## src/rtl/id_ex_pipe_reg_pkg.sv

```systemverilog
// Shared widths and the control bundle that travels from decode to execute.
// Both the pipeline register and its interface import this package.
package id_ex_pipe_reg_pkg;

  localparam int DATA_W      = 32;
  localparam int REG_ADDR_W  = 4;
  localparam int COND_W      = 4;
  localparam int FLAGS_W     = 4;
  localparam int FLAGWRITE_W = 2;
  localparam int ALUCTRL_W   = 2;

  // Every non-datapath field, packed so one flop_rc can hold the whole bundle.
  typedef struct packed {
    logic                   pcsrc;
    logic                   regwrite;
    logic                   memtoreg;
    logic                   memwrite;
    logic                   branch;
    logic                   alusrc;
    logic [FLAGWRITE_W-1:0] flagwrite;
    logic [ALUCTRL_W-1:0]   aluctrl;
    logic [FLAGS_W-1:0]     flags;
    logic [COND_W-1:0]      cond;
    logic [REG_ADDR_W-1:0]  wa3;
    logic [REG_ADDR_W-1:0]  ra1;
    logic [REG_ADDR_W-1:0]  ra2;
  } ctrl_t;

endpackage

```

## src/rtl/id_ex_pipe_reg_if.sv

```systemverilog
// Decode-to-execute bundle: the decode-side fields, the flush request and
// the registered execute-side fields.
interface id_ex_pipe_reg_if #(parameter int WIDTH = id_ex_pipe_reg_pkg::DATA_W);
  import id_ex_pipe_reg_pkg::*;

  logic                   clr;
  logic [WIDTH-1:0]       rd1;
  logic [WIDTH-1:0]       rd2;
  logic [WIDTH-1:0]       extImm;
  logic [REG_ADDR_W-1:0]  wa3d;
  logic                   pcsrcD;
  logic                   regwrited;
  logic                   memtoregd;
  logic                   memwrited;
  logic                   branchd;
  logic                   alusrcd;
  logic [FLAGWRITE_W-1:0] flagwrited;
  logic [ALUCTRL_W-1:0]   alucontrold;
  logic [FLAGS_W-1:0]     flagsd;
  logic [COND_W-1:0]      condd;
  logic [REG_ADDR_W-1:0]  ra1d;
  logic [REG_ADDR_W-1:0]  ra2d;

  logic [FLAGS_W-1:0]     FlagsE;
  logic [COND_W-1:0]      CondE;
  logic [FLAGWRITE_W-1:0] FlagWriteE;
  logic [ALUCTRL_W-1:0]   ALUControlE;
  logic                   PCSrcE;
  logic                   RegWriteE;
  logic                   MemWriteE;
  logic                   MemtoRegE;
  logic                   ALUSrcE;
  logic                   BranchE;
  logic [REG_ADDR_W-1:0]  WA3E;
  logic [WIDTH-1:0]       RD1;
  logic [WIDTH-1:0]       RD2;
  logic [WIDTH-1:0]       EXTIMM;
  logic [REG_ADDR_W-1:0]  RA1E;
  logic [REG_ADDR_W-1:0]  RA2E;

  modport master (
    output clr, rd1, rd2, extImm, wa3d, pcsrcD, regwrited, memtoregd,
           memwrited, branchd, alusrcd, flagwrited, alucontrold, flagsd,
           condd, ra1d, ra2d,
    input  FlagsE, CondE, FlagWriteE, ALUControlE, PCSrcE, RegWriteE,
           MemWriteE, MemtoRegE, ALUSrcE, BranchE, WA3E, RD1, RD2, EXTIMM,
           RA1E, RA2E
  );

  modport slave (
    input  clr, rd1, rd2, extImm, wa3d, pcsrcD, regwrited, memtoregd,
           memwrited, branchd, alusrcd, flagwrited, alucontrold, flagsd,
           condd, ra1d, ra2d,
    output FlagsE, CondE, FlagWriteE, ALUControlE, PCSrcE, RegWriteE,
           MemWriteE, MemtoRegE, ALUSrcE, BranchE, WA3E, RD1, RD2, EXTIMM,
           RA1E, RA2E
  );

endinterface

```

## src/rtl/id_ex_pipe_reg_flop_rc.sv

```systemverilog
// Generic W-bit register with asynchronous active-high reset and a
// synchronous clear; both force the stored value to zero.
module flop_rc #(
  parameter int W = 1
) (
  input  logic         clk,
  input  logic         reset,
  input  logic         clr,
  input  logic [W-1:0] d,
  output logic [W-1:0] q
);

  // reset wins over clr, clr wins over capture
  always_ff @(posedge clk or posedge reset) begin
    if (reset)
      q <= '0;
    else if (clr)
      q <= '0;
    else
      q <= d;
  end

endmodule

```

## src/rtl/id_ex_pipe_reg.sv

```systemverilog
// Decode-to-execute pipeline register: one flop_rc over the packed control
// bundle plus one per datapath word, so a flush zeroes everything at once.
module id_ex_pipe_reg
  import id_ex_pipe_reg_pkg::*;
#(
  parameter int WIDTH = DATA_W
) (
  input  logic             clk,
  input  logic             reset,
  id_ex_pipe_reg_if.slave  bus
);

  ctrl_t ctrl_d;
  ctrl_t ctrl_e;

  always_comb begin
    ctrl_d           = '0;
    ctrl_d.pcsrc     = bus.pcsrcD;
    ctrl_d.regwrite  = bus.regwrited;
    ctrl_d.memtoreg  = bus.memtoregd;
    ctrl_d.memwrite  = bus.memwrited;
    ctrl_d.branch    = bus.branchd;
    ctrl_d.alusrc    = bus.alusrcd;
    ctrl_d.flagwrite = bus.flagwrited;
    ctrl_d.aluctrl   = bus.alucontrold;
    ctrl_d.flags     = bus.flagsd;
    ctrl_d.cond      = bus.condd;
    ctrl_d.wa3       = bus.wa3d;
    ctrl_d.ra1       = bus.ra1d;
    ctrl_d.ra2       = bus.ra2d;
  end

  flop_rc #(.W($bits(ctrl_t))) u_ctrl (
    .clk(clk), .reset(reset), .clr(bus.clr), .d(ctrl_d), .q(ctrl_e)
  );

  flop_rc #(.W(WIDTH)) u_rd1 (
    .clk(clk), .reset(reset), .clr(bus.clr), .d(bus.rd1), .q(bus.RD1)
  );

  flop_rc #(.W(WIDTH)) u_rd2 (
    .clk(clk), .reset(reset), .clr(bus.clr), .d(bus.rd2), .q(bus.RD2)
  );

  flop_rc #(.W(WIDTH)) u_imm (
    .clk(clk), .reset(reset), .clr(bus.clr), .d(bus.extImm), .q(bus.EXTIMM)
  );

  assign bus.PCSrcE      = ctrl_e.pcsrc;
  assign bus.RegWriteE   = ctrl_e.regwrite;
  assign bus.MemtoRegE   = ctrl_e.memtoreg;
  assign bus.MemWriteE   = ctrl_e.memwrite;
  assign bus.BranchE     = ctrl_e.branch;
  assign bus.ALUSrcE     = ctrl_e.alusrc;
  assign bus.FlagWriteE  = ctrl_e.flagwrite;
  assign bus.ALUControlE = ctrl_e.aluctrl;
  assign bus.FlagsE      = ctrl_e.flags;
  assign bus.CondE       = ctrl_e.cond;
  assign bus.WA3E        = ctrl_e.wa3;
  assign bus.RA1E        = ctrl_e.ra1;
  assign bus.RA2E        = ctrl_e.ra2;

endmodule

```

## src/flat_wrapper.sv

```systemverilog
// flat-port wrapper written by rule: the top's interface ports become plain ports
module id_ex_pipe_reg_flat import id_ex_pipe_reg_pkg::*;
#(
  parameter int WIDTH = DATA_W
)
  (clk, reset, bus_clr, bus_rd1, bus_rd2, bus_extImm, bus_wa3d, bus_pcsrcD, bus_regwrited, bus_memtoregd, bus_memwrited, bus_branchd, bus_alusrcd, bus_flagwrited, bus_alucontrold, bus_flagsd, bus_condd, bus_ra1d, bus_ra2d, bus_FlagsE, bus_CondE, bus_FlagWriteE, bus_ALUControlE, bus_PCSrcE, bus_RegWriteE, bus_MemWriteE, bus_MemtoRegE, bus_ALUSrcE, bus_BranchE, bus_WA3E, bus_RD1, bus_RD2, bus_EXTIMM, bus_RA1E, bus_RA2E);
  id_ex_pipe_reg_if #(.WIDTH(WIDTH)) bus_i ();
  input  logic clk;
  input  logic reset;
  input wire logic [$bits(bus_i.clr)-1:0] bus_clr;
  input wire logic [$bits(bus_i.rd1)-1:0] bus_rd1;
  input wire logic [$bits(bus_i.rd2)-1:0] bus_rd2;
  input wire logic [$bits(bus_i.extImm)-1:0] bus_extImm;
  input wire logic [$bits(bus_i.wa3d)-1:0] bus_wa3d;
  input wire logic [$bits(bus_i.pcsrcD)-1:0] bus_pcsrcD;
  input wire logic [$bits(bus_i.regwrited)-1:0] bus_regwrited;
  input wire logic [$bits(bus_i.memtoregd)-1:0] bus_memtoregd;
  input wire logic [$bits(bus_i.memwrited)-1:0] bus_memwrited;
  input wire logic [$bits(bus_i.branchd)-1:0] bus_branchd;
  input wire logic [$bits(bus_i.alusrcd)-1:0] bus_alusrcd;
  input wire logic [$bits(bus_i.flagwrited)-1:0] bus_flagwrited;
  input wire logic [$bits(bus_i.alucontrold)-1:0] bus_alucontrold;
  input wire logic [$bits(bus_i.flagsd)-1:0] bus_flagsd;
  input wire logic [$bits(bus_i.condd)-1:0] bus_condd;
  input wire logic [$bits(bus_i.ra1d)-1:0] bus_ra1d;
  input wire logic [$bits(bus_i.ra2d)-1:0] bus_ra2d;
  output wire logic [$bits(bus_i.FlagsE)-1:0] bus_FlagsE;
  output wire logic [$bits(bus_i.CondE)-1:0] bus_CondE;
  output wire logic [$bits(bus_i.FlagWriteE)-1:0] bus_FlagWriteE;
  output wire logic [$bits(bus_i.ALUControlE)-1:0] bus_ALUControlE;
  output wire logic [$bits(bus_i.PCSrcE)-1:0] bus_PCSrcE;
  output wire logic [$bits(bus_i.RegWriteE)-1:0] bus_RegWriteE;
  output wire logic [$bits(bus_i.MemWriteE)-1:0] bus_MemWriteE;
  output wire logic [$bits(bus_i.MemtoRegE)-1:0] bus_MemtoRegE;
  output wire logic [$bits(bus_i.ALUSrcE)-1:0] bus_ALUSrcE;
  output wire logic [$bits(bus_i.BranchE)-1:0] bus_BranchE;
  output wire logic [$bits(bus_i.WA3E)-1:0] bus_WA3E;
  output wire logic [$bits(bus_i.RD1)-1:0] bus_RD1;
  output wire logic [$bits(bus_i.RD2)-1:0] bus_RD2;
  output wire logic [$bits(bus_i.EXTIMM)-1:0] bus_EXTIMM;
  output wire logic [$bits(bus_i.RA1E)-1:0] bus_RA1E;
  output wire logic [$bits(bus_i.RA2E)-1:0] bus_RA2E;
  assign bus_i.clr = bus_clr;
  assign bus_i.rd1 = bus_rd1;
  assign bus_i.rd2 = bus_rd2;
  assign bus_i.extImm = bus_extImm;
  assign bus_i.wa3d = bus_wa3d;
  assign bus_i.pcsrcD = bus_pcsrcD;
  assign bus_i.regwrited = bus_regwrited;
  assign bus_i.memtoregd = bus_memtoregd;
  assign bus_i.memwrited = bus_memwrited;
  assign bus_i.branchd = bus_branchd;
  assign bus_i.alusrcd = bus_alusrcd;
  assign bus_i.flagwrited = bus_flagwrited;
  assign bus_i.alucontrold = bus_alucontrold;
  assign bus_i.flagsd = bus_flagsd;
  assign bus_i.condd = bus_condd;
  assign bus_i.ra1d = bus_ra1d;
  assign bus_i.ra2d = bus_ra2d;
  assign bus_FlagsE = bus_i.FlagsE;
  assign bus_CondE = bus_i.CondE;
  assign bus_FlagWriteE = bus_i.FlagWriteE;
  assign bus_ALUControlE = bus_i.ALUControlE;
  assign bus_PCSrcE = bus_i.PCSrcE;
  assign bus_RegWriteE = bus_i.RegWriteE;
  assign bus_MemWriteE = bus_i.MemWriteE;
  assign bus_MemtoRegE = bus_i.MemtoRegE;
  assign bus_ALUSrcE = bus_i.ALUSrcE;
  assign bus_BranchE = bus_i.BranchE;
  assign bus_WA3E = bus_i.WA3E;
  assign bus_RD1 = bus_i.RD1;
  assign bus_RD2 = bus_i.RD2;
  assign bus_EXTIMM = bus_i.EXTIMM;
  assign bus_RA1E = bus_i.RA1E;
  assign bus_RA2E = bus_i.RA2E;
  id_ex_pipe_reg #(.WIDTH(WIDTH)) u_core (.clk(clk), .reset(reset), .bus(bus_i));
endmodule
```

## config.mk

```make
export PLATFORM = sky130hd
export DESIGN_NAME = id_ex_pipe_reg_flat
export DESIGN_NICKNAME = d
export VERILOG_FILES = /design/src/rtl/id_ex_pipe_reg_pkg.sv /design/src/rtl/id_ex_pipe_reg_if.sv /design/src/rtl/id_ex_pipe_reg_flop_rc.sv /design/src/rtl/id_ex_pipe_reg.sv /design/src/flat_wrapper.sv
export SDC_FILE = /design/constraint.sdc
export NUM_CORES = 1
export LEC_CHECK = 0
export BUFFER_PORTS_ARGS = -buffer_cell sky130_fd_sc_hd__buf_2
export CORE_UTILIZATION = 38
export CTS_CLUSTER_SIZE = 30
export DETAILED_ROUTE_END_ITERATION = 12
export PLACE_DENSITY = 0.75
export SLEW_MARGIN = 25
export SYNTH_ARGS = -nofsm -noshare
export SYNTH_HDL_FRONTEND = slang
export SYNTH_SLANG_ARGS = --single-unit
```

## constraint.sdc

```tcl
create_clock -name clk -period 3.9 [get_ports clk]
set_input_delay 0.78 -clock clk [delete_from_list [all_inputs] [get_ports clk]]
set_output_delay 0.78 -clock clk [all_outputs]
set_load 0.005 [all_outputs]
```

# == Word-level counts from Yosys, hierarchy flattened ==
# Index checks and enable logic that the tools add are counted.
# classes
mux,4
# op_table
cell,count
$mux 32,3
$mux 30,1
# totals
reg_bits,126
out_inout_bits,126
wordCells,8

# == Longest topological paths before layout ==
# logic_depth
depth_word,1
depth_mapped,4
ltp_nobuf,1

# == Hierarchy ==
# Synthesis repeated with hierarchy kept, for this count alone.
# hier_totals
hier_cells,268
area_unflattened_um2,4117.7
# modules_own_cells
mod,instances,cells_each,area_each_um2
flop_rc at u_core.u_imm ...,3,68,1027.2
flop_rc at u_core.u_ctrl,1,64,1036.0

# == Worst setup path after synthesis ==
# OpenSTA, ideal clock, no wires.
# synth_path
path_kind,input port to flip-flop
startpoint,in bus_clr
endpoint,reg u_core.u_ctrl.q[11]
setup_time_ns,0.073
t_arrival_ns,1.245
required_ns,3.827
path_slack_ns,2.582
cell_stages,4
path_cell_list,buf_6 > buf_6 > buf_6 > nor2b_1
# synth_via
elab_chain_cells,1
# synth_rtl
element,line_no,rtl
start: declaration,flat_wrapper.sv:10,input wire logic [$bits(bus_i.clr)-1:0] bus_clr;
$mux 30,id_ex_pipe_reg_flop_rc.sv:17,else if (clr)
end signal: assignment,id_ex_pipe_reg_flop_rc.sv:16,q <= '0;
end signal: assignment,id_ex_pipe_reg_flop_rc.sv:18,q <= '0;
end signal: assignment,id_ex_pipe_reg_flop_rc.sv:20,q <= d;
end: declaration,id_ex_pipe_reg_flop_rc.sv:10,output logic [W-1:0] q
# Every way passes these cells.

# == Final worst setup path ==
# layout_path
startpoint,reg u_core.u_rd1.q[24]
endpoint,out bus_RD1[24]
# layout_rtl
element,line_no,rtl
start: declaration,id_ex_pipe_reg_flop_rc.sv:10,
start signal: assignment,id_ex_pipe_reg_flop_rc.sv:16,
start signal: assignment,id_ex_pipe_reg_flop_rc.sv:18,
start signal: assignment,id_ex_pipe_reg_flop_rc.sv:20,
end: declaration,flat_wrapper.sv:38,output wire logic [$bits(bus_i.RD1)-1:0] bus_RD1;
# No word-level cell between the ends.

==> flow_metrics.py <==
metrics = {
    "place": {
        "pre_cts_setup_slack_ps": 1910,
        "dp_cells": 645,
        "buffer_ports.inserted": 254,
        "place_congestion": 0.742,
    },
    "pwr": {
        "switching_power_mw": 0.649,
        "p_per_area_nw_per_um2": 511,
        "peakVddDrop_mv": 0.306,
        "leakagePower_nw": 3.33,
        "power.internal_mw": 2.45,
        "share_comb_of_total_power": 0.078,
        "power_frac_clock": 0.473,
        "swShare": 0.209,
        "p_seq_frac": 0.449,
    },
    "setup_path": {
        "worst-path-buf-inv": 1,
        "crit_arrival_ps": 1000,
        "timing.critical_path.required_ps": 3120,
        "worst_path_largest_cell_delay_ps": 370,
        "timing_worst_setup_path_type": "flip-flop to primary output",
        "slowest_cell_on_the_critical_path": "sky130_fd_sc_hd__dfrtp_1",
        "cp_cell_sequence": "buf_2",
        "worst_setup_path_start_kind": "flip-flop",
        "kind_of_capture_point_of_the_worst_setup_path": "primary output",
        "cpLargestDelayFamily": "flip-flops",
        "critPathMaxFanout": 1,
    },
    "clocking": {
        "cts_resized": 0,
        "cts_inserted_buffers": 17,
        "clk_pin_slew_worst_paths_ps": 50,
        "clock-sinks": 126,
        "tritoncts_clock_tree": "done",
        "clockRootBuffer": "sky130_fd_sc_hd__clkbuf_8",
        "postCtsHoldBufs": 0,
        "ctsHtreeMaxLevel": 4,
        "ctsLongestPathBuffers": 2,
        "post-cts-setup-buffers": 0,
    },
    "sta": {
        "maxClockFrequency_mhz": 561,
        "final_max_slew_viol_count": 0,
        "report.final.hold_viol_count": 0,
        "setup_viol": 0,
        "post-route-min-period_ps": 1780,
        "setup_repair_after_global_routing_missed_its_margin": "false",
        "tightestPinTransition_ps": 715,
        "post-route-worst-setup-slack_ps": 2120,
        "slew_headroom": 0.523,
        "finalCritPeriodShare": 0.457,
        "setup-tns-final_ps": 0,
    },
    "grt": {
        "grt_antenna_before_repair": 0,
        "grtUsageTotal": 0.172,
        "first_pass_grt_wire_length_um": 14300,
        "largest_net_degree_at_the_start_of_global_routing": 127,
        "grt_pass1_vias": 3016,
        "grt_overflow": 0,
    },
    "yosys": {
        "mappedNetlistNets": 396,
        "synth-main-ff-cell": "sky130_fd_sc_hd__dfrtp_1",
        "ys_warn_count": 0,
        "netlist_instances": 267,
        "synth-seq-cells": 126,
        "most_used_standard_cells_in_the_synthesized_netlist": "sky130_fd_sc_hd__dfrtp_1 (126), sky130_fd_sc_hd__nor2b_1 (95), sky130_fd_sc_hd__nor2b_2 (31)",
        "yosysSeqAreaShare": 0.763,
        "synth_top_area_frac": 0.763,
        "synth.distinct_cells": 6,
        "async_flop_share": 1.00,
        "ys_top_cells_by_area": "sky130_fd_sc_hd__dfrtp_1 (76%), sky130_fd_sc_hd__nor2b_1 (14%), sky130_fd_sc_hd__nor2b_2 (6.6%)",
        "synth_area_leader_cell": "sky130_fd_sc_hd__dfrtp_1",
        "synthMostInstantiatedCell": "sky130_fd_sc_hd__dfrtp_1",
        "syn-mean-instance-area_um2": 15.5,
        "number_of_flops_mapped_to_enable_cells_by_yosys": 0,
        "netlist_area_um2": 4130,
    },
    "floorplan": {
        "fp.dieArea_um2": 11300,
        "ioPinCount": 255,
        "core_area_um2": 10400,
        "die_outline_width_um": 106,
        "floorplan.initialDensity": 0.397,
        "die-height_um": 106,
        "placement_rows": 37,
    },
    "cells_and_area": {
        "layout.nets": 657,
        "layout-drive-gt1-share": 0.584,
        "cell_count_final_fillers_out": 675,
        "fillCellCount": 896,
        "flow.area_growth_from_synthesis_pct": 46.8,
        "diodes": 0,
    },
    "drt": {
        "detail_route.drc_violations": 0,
        "routed_wirelength_um": 9350,
        "drtAntennaViolNets": 0,
        "via_per_inst": 4.19,
        "drt_pass1_iterations": 4,
        "routed_vias": 2827,
        "mean_routed_wirelength_per_cell_um": 13.9,
        "initialDrtViolationCount": 96,
    },
    "outcome": {
        "outcome": "finished clean",
    },
    "run": {
        "number_of_maximum_capacitance_constraint_violations": 0,
    },
    "min_path": {
        "hp_class": "primary input to asynchronous set/reset pin",
    },
}
final cells by class:
cell class / instances / area (um^2) / area share
clock buffer: 23 / 467 / 0.0770
clock inverter: 7 / 87.6 / 0.0144
inverter: 1 / 7.51 / 0.00124
multi-input combinational: 126 / 866 / 0.143
timing repair buffer: 256 / 1310 / 0.217
tap: 136 / 170 / 0.0281
sequential: 126 / 3150 / 0.520
layout by cell type (no fill, tap or decap):
cell type / Yosys / routed
sky130_fd_sc_hd__nor2b_2: 31 / 31
sky130_fd_sc_hd__dfrtp_1: 126 / 126
sky130_fd_sc_hd__clkinv_2: 0 / 4
sky130_fd_sc_hd__clkbuf_16: 0 / 16
sky130_fd_sc_hd__bufinv_16: 0 / 2
sky130_fd_sc_hd__clkbuf_8: 0 / 4
sky130_fd_sc_hd__buf_4: 0 / 1
sky130_fd_sc_hd__buf_12: 0 / 2
sky130_fd_sc_hd__nor2b_1: 95 / 95
sky130_fd_sc_hd__clkbuf_1: 0 / 3
sky130_fd_sc_hd__clkinvlp_4: 0 / 2
sky130_fd_sc_hd__buf_2: 8 / 253
per-layer routing:
layer / vias to the layer above / GRT usage / part of all wire
met4: 0 / 0.0794 / 0.013
met1: 1338 / 0.173 / 0.37
met3: 11 / 0.0858 / 0.10
li1: 1318 / - / -
met2: 160 / 0.297 / 0.52
met5: - / 0 / 0
power groups by stage:
stage,sequential [mW],clock (mW),combinational (mW)
global placement,1.41,0,0.240
global route,1.40,1.57,0.271
CTS,1.39,1.50,0.250
finish,1.39,1.47,0.243
floorplan,1.42,0,0.0934
detailed placement,1.41,0,0.249
sequential cells by signal (all words and copies together) (netlist names):
register / count
u_core.u_imm.q: 32
u_core.u_rd2.q: 32
u_core.u_ctrl.q: 30
u_core.u_rd1.q: 32
how the worst max path moves through the flow:
stage,startpoint,end,slack [ps],cells after the start
floorplan,reset,u_core.u_ctrl.q[0],1570,1
global placement,bus_clr,u_core.u_rd2.q[30],1970,3
detailed placement,bus_clr,u_core.u_rd2.q[7],1910,3
CTS,u_core.u_imm.q[1],bus_EXTIMM[1],2080,1
global route,u_core.u_rd1.q[11],bus_RD1[11],2050,1
finish,u_core.u_rd1.q[24],bus_RD1[24],2120,1
worst min-delay path, stage by stage:
cell	delay, ps
sky130_fd_sc_hd__buf_2	110
sky130_fd_sc_hd__clkinvlp_4	80
sky130_fd_sc_hd__buf_12	480
cells by family after synthesis:
| group | share of synthesized area |
|---|---|
| AND/OR/NAND/NOR | 0.210 |
| flip-flops | 0.763 |
| buffers and inverters | 0.0270 |
stage by stage:
step	power, mW	hold WS, ps	area (um^2)	utilization
after floorplan	1.52	916	4130	-
after global placement	1.65	996	5510	0.529
after detailed placement	1.66	1000	5510	0.529
after CTS	3.14	458	6060	0.582
after global routing	3.23	453	6060	0.582
final	3.10	478	6060	0.582
Power figures use the tool's default switching activity.
